`config.mk`:
```
export PLATFORM = sky130hd
export DESIGN_NAME = pipe_stage_buf_flat
export DESIGN_NICKNAME = d
export VERILOG_FILES = /design/src/rtl/pipe_stage_buf_if.sv /design/src/rtl/pipe_stage_buf.sv /design/src/flat_wrapper.sv
export SDC_FILE = /design/constraint.sdc
export NUM_CORES = 1
export LEC_CHECK = 0
export CORE_MARGIN = 1
export CORE_UTILIZATION = 45
export DETAILED_ROUTE_END_ITERATION = 7
export DONT_BUFFER_PORTS = 1
export GPL_ROUTABILITY_DRIVEN = 1
export HOLD_SLACK_MARGIN = 0.02
export PLACE_DENSITY = 0.57
export SETUP_SLACK_MARGIN = 0.1
export SLEW_MARGIN = 20
export SYNTH_ARGS = -nofsm -noshare
export SYNTH_HDL_FRONTEND = slang
export SYNTH_SLANG_ARGS = --single-unit
```
`constraint.sdc`:
```
create_clock -name clk -period 1.91 [get_ports clk]
set_input_delay 0.2865 -clock clk [delete_from_list [all_inputs] [get_ports clk]]
set_output_delay 0.2865 -clock clk [all_outputs]
set_load 0.01 [all_outputs]
```
`src/rtl/pipe_stage_buf_if.sv`:
```
// Handshake bundle for one pipe_stage_buf instance.
//
// Carries the upstream side (in_*) and the downstream side (out_*) of the
// stage register. Both sides follow the same valid/ready rule:
//   an entry moves on a rising clk edge where valid and ready are both 1;
//   valid, ctrl and data must not change until that edge; ready may change
//   freely and never depends on the same side's valid having risen first.
//
// Modports:
//   slave  - the stage buffer: consumes in_*, produces out_*.
//   master - the surrounding stages: produce in_*, consume out_*.
interface pipe_stage_buf_if #(
  parameter int CTRL_W = 4,
  parameter int DATA_W = 69
);
  logic              in_valid;
  logic              in_ready;
  logic [CTRL_W-1:0] in_ctrl;
  logic [DATA_W-1:0] in_data;
  logic              out_valid;
  logic              out_ready;
  logic [CTRL_W-1:0] out_ctrl;
  logic [DATA_W-1:0] out_data;

  modport slave (
    input  in_valid, in_ctrl, in_data, out_ready,
    output in_ready, out_valid, out_ctrl, out_data
  );

  modport master (
    output in_valid, in_ctrl, in_data, out_ready,
    input  in_ready, out_valid, out_ctrl, out_data
  );
endinterface

```
`src/rtl/pipe_stage_buf.sv`:
```
// Generic inter-stage pipeline register with optional 2-entry skid buffer.
//
// Holds a control field (forced to zero whenever no valid entry is shown,
// so a bubble can never fire a write-enable) and a payload field (held as
// is across bubbles). Adds flush, a global freeze and a saturating counter
// of cycles in which a valid output was not taken.
//
// Ports:
//   clk          rising-edge clock
//   rst          synchronous reset, active-low
//   bus          pipe_stage_buf_if.slave: in_valid/in_ready/in_ctrl/in_data
//                from upstream, out_valid/out_ready/out_ctrl/out_data to
//                downstream
//   flush        discard every held entry (wins over freeze)
//   freeze       hold all state, no transfers in either direction
//   clr_cnt      synchronous clear of stall_cnt (wins over an increment)
//   stall_cnt    cycles with out_valid=1 and no output transfer, saturating
//   dbg_state_o  current occupancy state (0 EMPTY, 1 ONE, 2 TWO)
//
// Parameters:
//   CTRL_W, DATA_W  field widths (must match the interface instance)
//   SKID            1: skid entry + registered in_ready
//                   0: single entry, in_ready combinational from out_ready
//   CNT_W           stall counter width
module pipe_stage_buf #(
  parameter int CTRL_W = 4,
  parameter int DATA_W = 69,
  parameter int SKID   = 1,
  parameter int CNT_W  = 16
) (
  input  logic                clk,
  input  logic                rst,
  pipe_stage_buf_if.slave     bus,
  input  logic                flush,
  input  logic                freeze,
  input  logic                clr_cnt,
  output logic [CNT_W-1:0]    stall_cnt,
  output logic [1:0]          dbg_state_o
);

  typedef enum logic [1:0] {
    EMPTY = 2'd0,
    ONE   = 2'd1,
    TWO   = 2'd2
  } state_e;

  state_e            state_q, state_d;
  logic              out_valid_q, out_valid_d;
  logic [CTRL_W-1:0] out_ctrl_q, out_ctrl_d;
  logic [DATA_W-1:0] out_data_q, out_data_d;
  logic [CTRL_W-1:0] skid_ctrl_q, skid_ctrl_d;
  logic [DATA_W-1:0] skid_data_q, skid_data_d;
  logic              in_ready_q, in_ready_d;
  logic [CNT_W-1:0]  cnt_q, cnt_d;

  logic in_ready;
  logic in_xfer;
  logic out_xfer;

  // in_ready. With the skid entry it comes from a register that looks only
  // at the next state, never at out_ready. Freeze gates it directly so the
  // upstream side never sees a handshake that the buffer then ignores.
  // Without the skid entry the single register can be refilled in the same
  // cycle it drains, so out_ready is passed through.
  always_comb begin
    if (SKID != 0) begin
      in_ready = in_ready_q & ~freeze;
    end else begin
      in_ready = rst & ~freeze & (~out_valid_q | bus.out_ready);
    end
  end

  assign in_xfer  = bus.in_valid & in_ready;
  assign out_xfer = out_valid_q & bus.out_ready & ~freeze;

  always_comb begin
    state_d     = state_q;
    out_valid_d = out_valid_q;
    out_ctrl_d  = out_ctrl_q;
    out_data_d  = out_data_q;
    skid_ctrl_d = skid_ctrl_q;
    skid_data_d = skid_data_q;

    if (flush) begin
      // out_data is deliberately kept; any same-cycle input is dropped.
      state_d     = EMPTY;
      out_valid_d = 1'b0;
      skid_ctrl_d = '0;
    end else if (!freeze) begin
      unique case (state_q)
        EMPTY: begin
          if (in_xfer) begin
            state_d     = ONE;
            out_valid_d = 1'b1;
            out_ctrl_d  = bus.in_ctrl;
            out_data_d  = bus.in_data;
          end
        end
        ONE: begin
          if (in_xfer && out_xfer) begin
            out_ctrl_d = bus.in_ctrl;
            out_data_d = bus.in_data;
          end else if (in_xfer) begin
            // Only reachable with SKID=1: without a skid entry in_ready
            // already requires out_ready while out_valid is high.
            state_d     = TWO;
            skid_ctrl_d = bus.in_ctrl;
            skid_data_d = bus.in_data;
          end else if (out_xfer) begin
            state_d     = EMPTY;
            out_valid_d = 1'b0;
          end
        end
        TWO: begin
          if (out_xfer) begin
            state_d     = ONE;
            out_ctrl_d  = skid_ctrl_q;
            out_data_d  = skid_data_q;
            skid_ctrl_d = '0;
          end
        end
        default: begin
          state_d     = EMPTY;
          out_valid_d = 1'b0;
        end
      endcase
    end

    // A bubble must never carry live control bits.
    if (!out_valid_d) begin
      out_ctrl_d = '0;
    end
  end

  assign in_ready_d = (state_d != TWO);

  // Stall counter: saturates at all-ones, clear wins, flush does not touch it.
  always_comb begin
    cnt_d = cnt_q;
    if (clr_cnt) begin
      cnt_d = '0;
    end else if (out_valid_q && !out_xfer && !(&cnt_q)) begin
      cnt_d = cnt_q + CNT_W'(1);
    end
  end

  always_ff @(posedge clk) begin
    if (!rst) begin
      state_q     <= EMPTY;
      out_valid_q <= 1'b0;
      out_ctrl_q  <= '0;
      out_data_q  <= '0;
      skid_ctrl_q <= '0;
      skid_data_q <= '0;
      in_ready_q  <= 1'b0;
      cnt_q       <= '0;
    end else begin
      state_q     <= state_d;
      out_valid_q <= out_valid_d;
      out_ctrl_q  <= out_ctrl_d;
      out_data_q  <= out_data_d;
      skid_ctrl_q <= skid_ctrl_d;
      skid_data_q <= skid_data_d;
      in_ready_q  <= in_ready_d;
      cnt_q       <= cnt_d;
    end
  end

  assign bus.in_ready  = in_ready;
  assign bus.out_valid = out_valid_q;
  assign bus.out_ctrl  = out_ctrl_q;
  assign bus.out_data  = out_data_q;
  assign stall_cnt     = cnt_q;
  assign dbg_state_o   = state_q;

endmodule

```
`src/flat_wrapper.sv`:
```
// flat-port wrapper written by rule: the top's interface ports become plain ports
module pipe_stage_buf_flat 
#(
  parameter int CTRL_W = 4,
  parameter int DATA_W = 69,
  parameter int SKID   = 1,
  parameter int CNT_W  = 16
)
  (clk, rst, flush, freeze, clr_cnt, stall_cnt, dbg_state_o, bus_in_valid, bus_in_ctrl, bus_in_data, bus_out_ready, bus_in_ready, bus_out_valid, bus_out_ctrl, bus_out_data);
  pipe_stage_buf_if #(.CTRL_W(CTRL_W), .DATA_W(DATA_W)) bus_i ();
  input  logic clk;
  input  logic rst;
  input  logic flush;
  input  logic freeze;
  input  logic clr_cnt;
  output logic [CNT_W-1:0] stall_cnt;
  output logic [1:0] dbg_state_o;
  input wire logic [$bits(bus_i.in_valid)-1:0] bus_in_valid;
  input wire logic [$bits(bus_i.in_ctrl)-1:0] bus_in_ctrl;
  input wire logic [$bits(bus_i.in_data)-1:0] bus_in_data;
  input wire logic [$bits(bus_i.out_ready)-1:0] bus_out_ready;
  output wire logic [$bits(bus_i.in_ready)-1:0] bus_in_ready;
  output wire logic [$bits(bus_i.out_valid)-1:0] bus_out_valid;
  output wire logic [$bits(bus_i.out_ctrl)-1:0] bus_out_ctrl;
  output wire logic [$bits(bus_i.out_data)-1:0] bus_out_data;
  assign bus_i.in_valid = bus_in_valid;
  assign bus_i.in_ctrl = bus_in_ctrl;
  assign bus_i.in_data = bus_in_data;
  assign bus_i.out_ready = bus_out_ready;
  assign bus_in_ready = bus_i.in_ready;
  assign bus_out_valid = bus_i.out_valid;
  assign bus_out_ctrl = bus_i.out_ctrl;
  assign bus_out_data = bus_i.out_data;
  pipe_stage_buf #(.CTRL_W(CTRL_W), .DATA_W(DATA_W), .SKID(SKID), .CNT_W(CNT_W)) u_core (.clk(clk), .rst(rst), .bus(bus_i), .flush(flush), .freeze(freeze), .clr_cnt(clr_cnt), .stall_cnt(stall_cnt), .dbg_state_o(dbg_state_o));
endmodule
```
## Yosys cells after proc, flatten, opt, wreduce, memory -nomap -nowiden

Index checks and enable logic that the tools add are counted.

- Output and inout port bits: 93
- Input port bits: 80
- Flip-flop bits (word level): 166

- Mux-type cells: 26
- Eq/ne operators: 8
- Reduce and logical (&&, ||, !) cells: 15
- Bitwise operators: 8
- $add $sub $neg: 1

Operator list:

| operator | count |
|---|---|
| $mux 69 | 3 |
| $pmux 69 s3 | 1 |
| $mux 4 | 5 |
| $add 16x1->16 const B | 1 |
| $reduce_and 16->1 | 1 |
| $mux 2 | 7 |
| $pmux 4 s3 | 1 |
| $reduce_and 5->1 | 2 |
| $ne 2x1->1 const B | 4 |
| $pmux 4 s2 | 1 |
| $mux 1 | 6 |
| $pmux 2 s3 | 1 |
| $reduce_and 6->1 | 1 |
| $and 1x1->1 | 4 |
| $ne 2x2->1 const B | 2 |
| $not 1->1 | 4 |
| $reduce_or 2->1 | 2 |
| $logic_and 1x1->1 | 3 |
| $pmux 1 s3 | 1 |
| $reduce_bool 3->1 | 1 |
| $eq 2x1->1 const B | 1 |
| $eq 2x2->1 const B | 1 |
| $logic_not 1->1 | 2 |
| $logic_not 2->1 | 1 |
| other kinds (2) | 2 |

## Logic depth before layout (Yosys ltp)

- Depth after elaboration: 9
- Gate-level depth with buffers: 7
- Mapped depth without buffers: 5

## Worst setup path after synthesis

No wires, ideal clock.

- Kind: flip-flop to flip-flop
- Start point: reg u_core.state_q[0] (netlist: u_core.dbg_state_o[0])
- End point: reg u_core.skid_data_q[0]
- Arrival time: 1.547 ns
- Period minus slack after synthesis: 1.679 ns
- Cell stages (with the launch flop): 8
- Setup slack: 0.231 ns
- Path through: dfxtp_1 -> a21bo_2 -> or3_1 -> clkbuf_1 -> buf_2 -> buf_6 -> nand2_1 -> a21oi_1

- Longest elaborated chain between the ends: 2

RTL lines:

| item | RTL line | text |
|---|---|---|
| start: declaration | pipe_stage_buf.sv:47 | `state_e state_q, state_d;` |
| start signal: assignment | pipe_stage_buf.sv:158 | `state_q <= state_d;` |
| $eq 2x1->1 | pipe_stage_buf.sv:90 | `unique case (state_q)` |
| $reduce_and 5->1 (no line) | n/a |  |
| end signal: assignment | pipe_stage_buf.sv:163 | `skid_data_q <= skid_data_d;` |
| end: declaration | pipe_stage_buf.sv:52 | `logic [DATA_W-1:0] skid_data_q, skid_data_d;` |

Every way passes these cells.
A chain may end at the register's enable or synchronous reset.

## Worst setup path in the final report

- Start point: reg u_core.in_ready_q
- End point: reg u_core.skid_data_q[10]

- Longest elaborated chain between the ends: 5

RTL lines:

| item | RTL line | text |
|---|---|---|
| start: declaration | pipe_stage_buf.sv:53 | `logic in_ready_q, in_ready_d;` |
| start signal: assignment | pipe_stage_buf.sv:164 | `in_ready_q <= in_ready_d;` |
| $and 1x1->1 (*) | pipe_stage_buf.sv:67 | `in_ready = in_ready_q & ~freeze;` |
| $and 1x1->1 (*) | pipe_stage_buf.sv:73 | `assign in_xfer = bus.in_valid & in_ready;` |
| $logic_and 1x1->1 | pipe_stage_buf.sv:100 | `if (in_xfer && out_xfer) begin` |
| $not 1->1 (no line) | n/a |  |
| $reduce_and 5->1 (no line) (*) | n/a |  |

Every way passes the cells marked *; elsewhere a longest branch is shown, timed or not.

==> results.tsv <==
metric	value	unit
outcome	finished clean	
hold_depth	2	
ys_types	48	
drv_cap	0	
numCtsBuffers	17	
synth_edf_count	0	
holdWs	0.05197	ns
grt_max_degree	112	
r2r_slack	0.14	ns
synth_top_area_share	47.83	%
dominantRegCellSynth	dfxtp_1	
place_hpwl	11210	um
antenna_found_initial	0	
rr_startpoint	u_core.in_ready_q$_SDFF_PN0_	
num_antenna_cells	0	
yosysSeqAreaShare	47.83	%
fp.dieH	126.3	um
yosys_warnings	0	
relSlewSlack	58.46	%
synth.cell_area	0.006948	mm^2
drtIter0Drc	328	
clk_path_buf_depth	2	
cts.clk_slew.worst_paths	0.06	ns
vias	6109	
tightestPinTransition	0.6231	ns
drt-vias-per-instance	5.857	
synth_nets	866	
setup_violations	0	
port_buffers	0	
fin_ws	0.1416	ns
min_period	1.768	ns
dr.pass1.iters	5	
irDropWorstVdd	0.0006082	V
finalWirelength	20410	um
ant_nets	0	
grt_pass1_wl	31250	um
cts-htree-levels	4	
pwr-share-seq	48.4	%
fin_skew	0.005729	ns
boundaryPins	173	
drive_gt1_share	9.591	%
crit_fanout	32	
switchingPower	1.760	mW
cp-end-kind	register	
worstPathRequired	2.25	ns
synthCells	785	
timing.final.crit_share	92.58	%
drv_slew	0	
fin_setup_tns	0	ns
rsz0062_at_grt	yes	
cpPeakStageDelay	0.38	ns
drc_errors	0	
cp_cell_sequence	buf_4 -> nand4bb_4 -> buf_4 -> nor3_4 -> buf_6 -> nand2_1 -> a21oi_1	
die_area	0.01594	mm^2
clockRootBuffer	clkbuf_16	
grt_usage	24.90	%
hold_class	input port to register	
gr-total-overflow	0	
crit_family	buffers and inverters	
power_density	856.9	mW/mm^2
critPathKind	register to register	
die_w	126.3	um
core	0.01515	mm^2
p_comb_share	6.9	%
async_flop_share	0	%
clkPwrFrac	44.7	%
initial_core_util	45.87	%
synth.area.top_cells	dfxtp_1 48%, a21oi_1 11%, mux2i_1 11%, nand2_1 8.3%, a211oi_1 7.5%	
fmax	565.5	MHz
area_growth_syn_to_layout	24.73	%
r2r-end	u_core.skid_data_q[10]$_SDFFE_PN0P_	
fin_nets	923	
num_rows	45	
min-delay-start	flush	
crit_arrival	2.11	ns
final_core_util	57.22	%
path_buf_inv	3	
postSynthAreaPerCell	8.851	um^2
insertion_delay	0.42	ns
hold_violations	0	
wl_per_cell	19.56	um
internal_power	5.665	mW
dpl_worst_slack	0.09955	ns
whs_endpoint	u_core.in_ready_q$_SDFF_PN0_	
ys_ff_latch	166	
switching_share	23.71	%
clock-sinks	166	
grt_pass1_vias	6004	
slowest_stage	dfxtp_1	
synth_top_cell_by_area	dfxtp_1	
gp_congestion	0.7708	
p_leak	3.334	nW
cts_tree	done	
r2r.worst_path.cells	7	
path_common_cell	buf_4	
total_power	7.426	mW
startpoint	u_core.in_ready_q$_SDFF_PN0_	
critPathLaunchType	register	
logic make-up after synthesis:
kind of cell / Yosys count / share of synthesized area (%)
AO/OA/AOI/OAI: 266 / 23.11
AND/OR/NAND/NOR: 205 / 13.38
flip-flops: 166 / 47.83
multiplexers: 75 / 10.80
buffers and inverters: 72 / 4.700
adder cells (fa/ha/maj): 1 / 0.1801
area by class of cell:
| type | instances | area (um^2) |
|---|---|---|
| Tap cell | 188 | 235.2 |
| Sequential cell | 166 | 3323 |
| Clock inverter | 11 | 100.1 |
| Clock buffer | 21 | 470.5 |
| Multi-Input combinational cell | 547 | 3354 |
| Inverter | 4 | 17.52 |
| Fill cell | 1340 | 6480 |
| Timing Repair Buffer | 106 | 1165 |
timing repair:
action	in CTS	in global routing
endpoints found under the hold margin	74	0
resized for setup	2	7
gates cloned	2	2
setup buffers	0	1
setup endpoints to repair	2	68
pin swaps	0	1
hold buffers	74	0
power by group through the flow:
stage / registers (mW) / logic (mW) / clock network, mW
final: 3.59 / 0.516 / 3.32
after global routing: 3.60 / 0.555 / 3.50
after CTS: 3.59 / 0.498 / 3.37
after detailed placement: 3.67 / 0.352 / 0
after global placement: 3.67 / 0.340 / 0
after floorplan: 3.66 / 0.267 / 0
placed cells by master (no fill, tap or decap), drive strengths merged, types with 3 or more instances in the layout:
cell type    Yosys  final
dfxtp          166    166
a21oi          158    158
nand2          154    154
mux2i           75     75
dlygate4sd3      0     74
a211oi          69     69
buf             32     28
clkbuf          36     23
o21ai           10     10
nand4            6      6
nor2             6      6
nand3            6      6
nor4             5      5
clkinvlp         0      5
nand2b           5      5
inv              4      5
and3             4      4
o31ai            4      4
or3              4      4
clkinv           0      4
a2111oi          4      4
or4              3      3
o311ai           3      3
o41ai            3      3
nor3             3      3
metrics by stage:
stage	cell area (um^2)	instances
after floorplan	6948	785
after global placement	7214	932
after detailed placement	7214	932
after CTS	8602	1040
after global routing	8666	1043
final	8666	1043
worst register-to-register path, delay by kind of cell (launching register included):
family / cells / cell delay, ns
flip-flops: 1 / 0.38
AO/OA/AOI/OAI: 1 / 0.13
buffers and inverters: 3 / 0.69
AND/OR/NAND/NOR: 3 / 0.50
cells in the mapped netlist (3+ instances only):
master     count
dfxtp_1      166
nand2b_1       4
and3_1         4
nand4_1        5
inv_1          4
nand2_1      154
a21oi_1      158
nor4_1         5
a2111oi_0      3
buf_4          4
nand3_1        5
or3_1          4
buf_2         27
o31ai_1        4
or4_1          3
clkbuf_1      36
o21ai_0       10
o311ai_0       3
nor2_1         6
a211oi_1      69
mux2i_1       75
o41ai_1        3
layer usage:
layer  wire length, um  GRT usage, %
met4               288         7.938
met1              8592         30.01
met3              1511         7.859
met2             10010         42.12
met5                 0             0
state kept, by name, summed over array words and instances, names as in the netlist:
name	flops
u_core.bus.out_valid	1
u_core.stall_cnt	16
u_core.bus.out_data	69
u_core.in_ready_q	1
u_core.dbg_state_o	2
u_core.skid_data_q	69
u_core.skid_ctrl_q	4
u_core.bus.out_ctrl	4
worst max path at each step:
stage | slack (ns) | depth (start not counted) | endpoint
5_1_grt | 0.07 | 7 | u_core.skid_data_q[3]$_SDFFE_PN0P_
3_5_place_dp | 0.1 | 5 | u_core.bus.out_ctrl[3]$_SDFFE_PN0P_
3_3_place_gp | 0.15 | 5 | u_core.bus.out_ctrl[3]$_SDFFE_PN0P_
6_report | 0.14 | 7 | u_core.skid_data_q[10]$_SDFFE_PN0P_
2_1_floorplan | 0.23 | 7 | u_core.skid_data_q[0]$_SDFFE_PN0P_
4_1_cts | 0.10 | 5 | u_core.bus.out_data[51]$_SDFFE_PN0P_
Note: power is estimated with default switching activity, not from simulation.
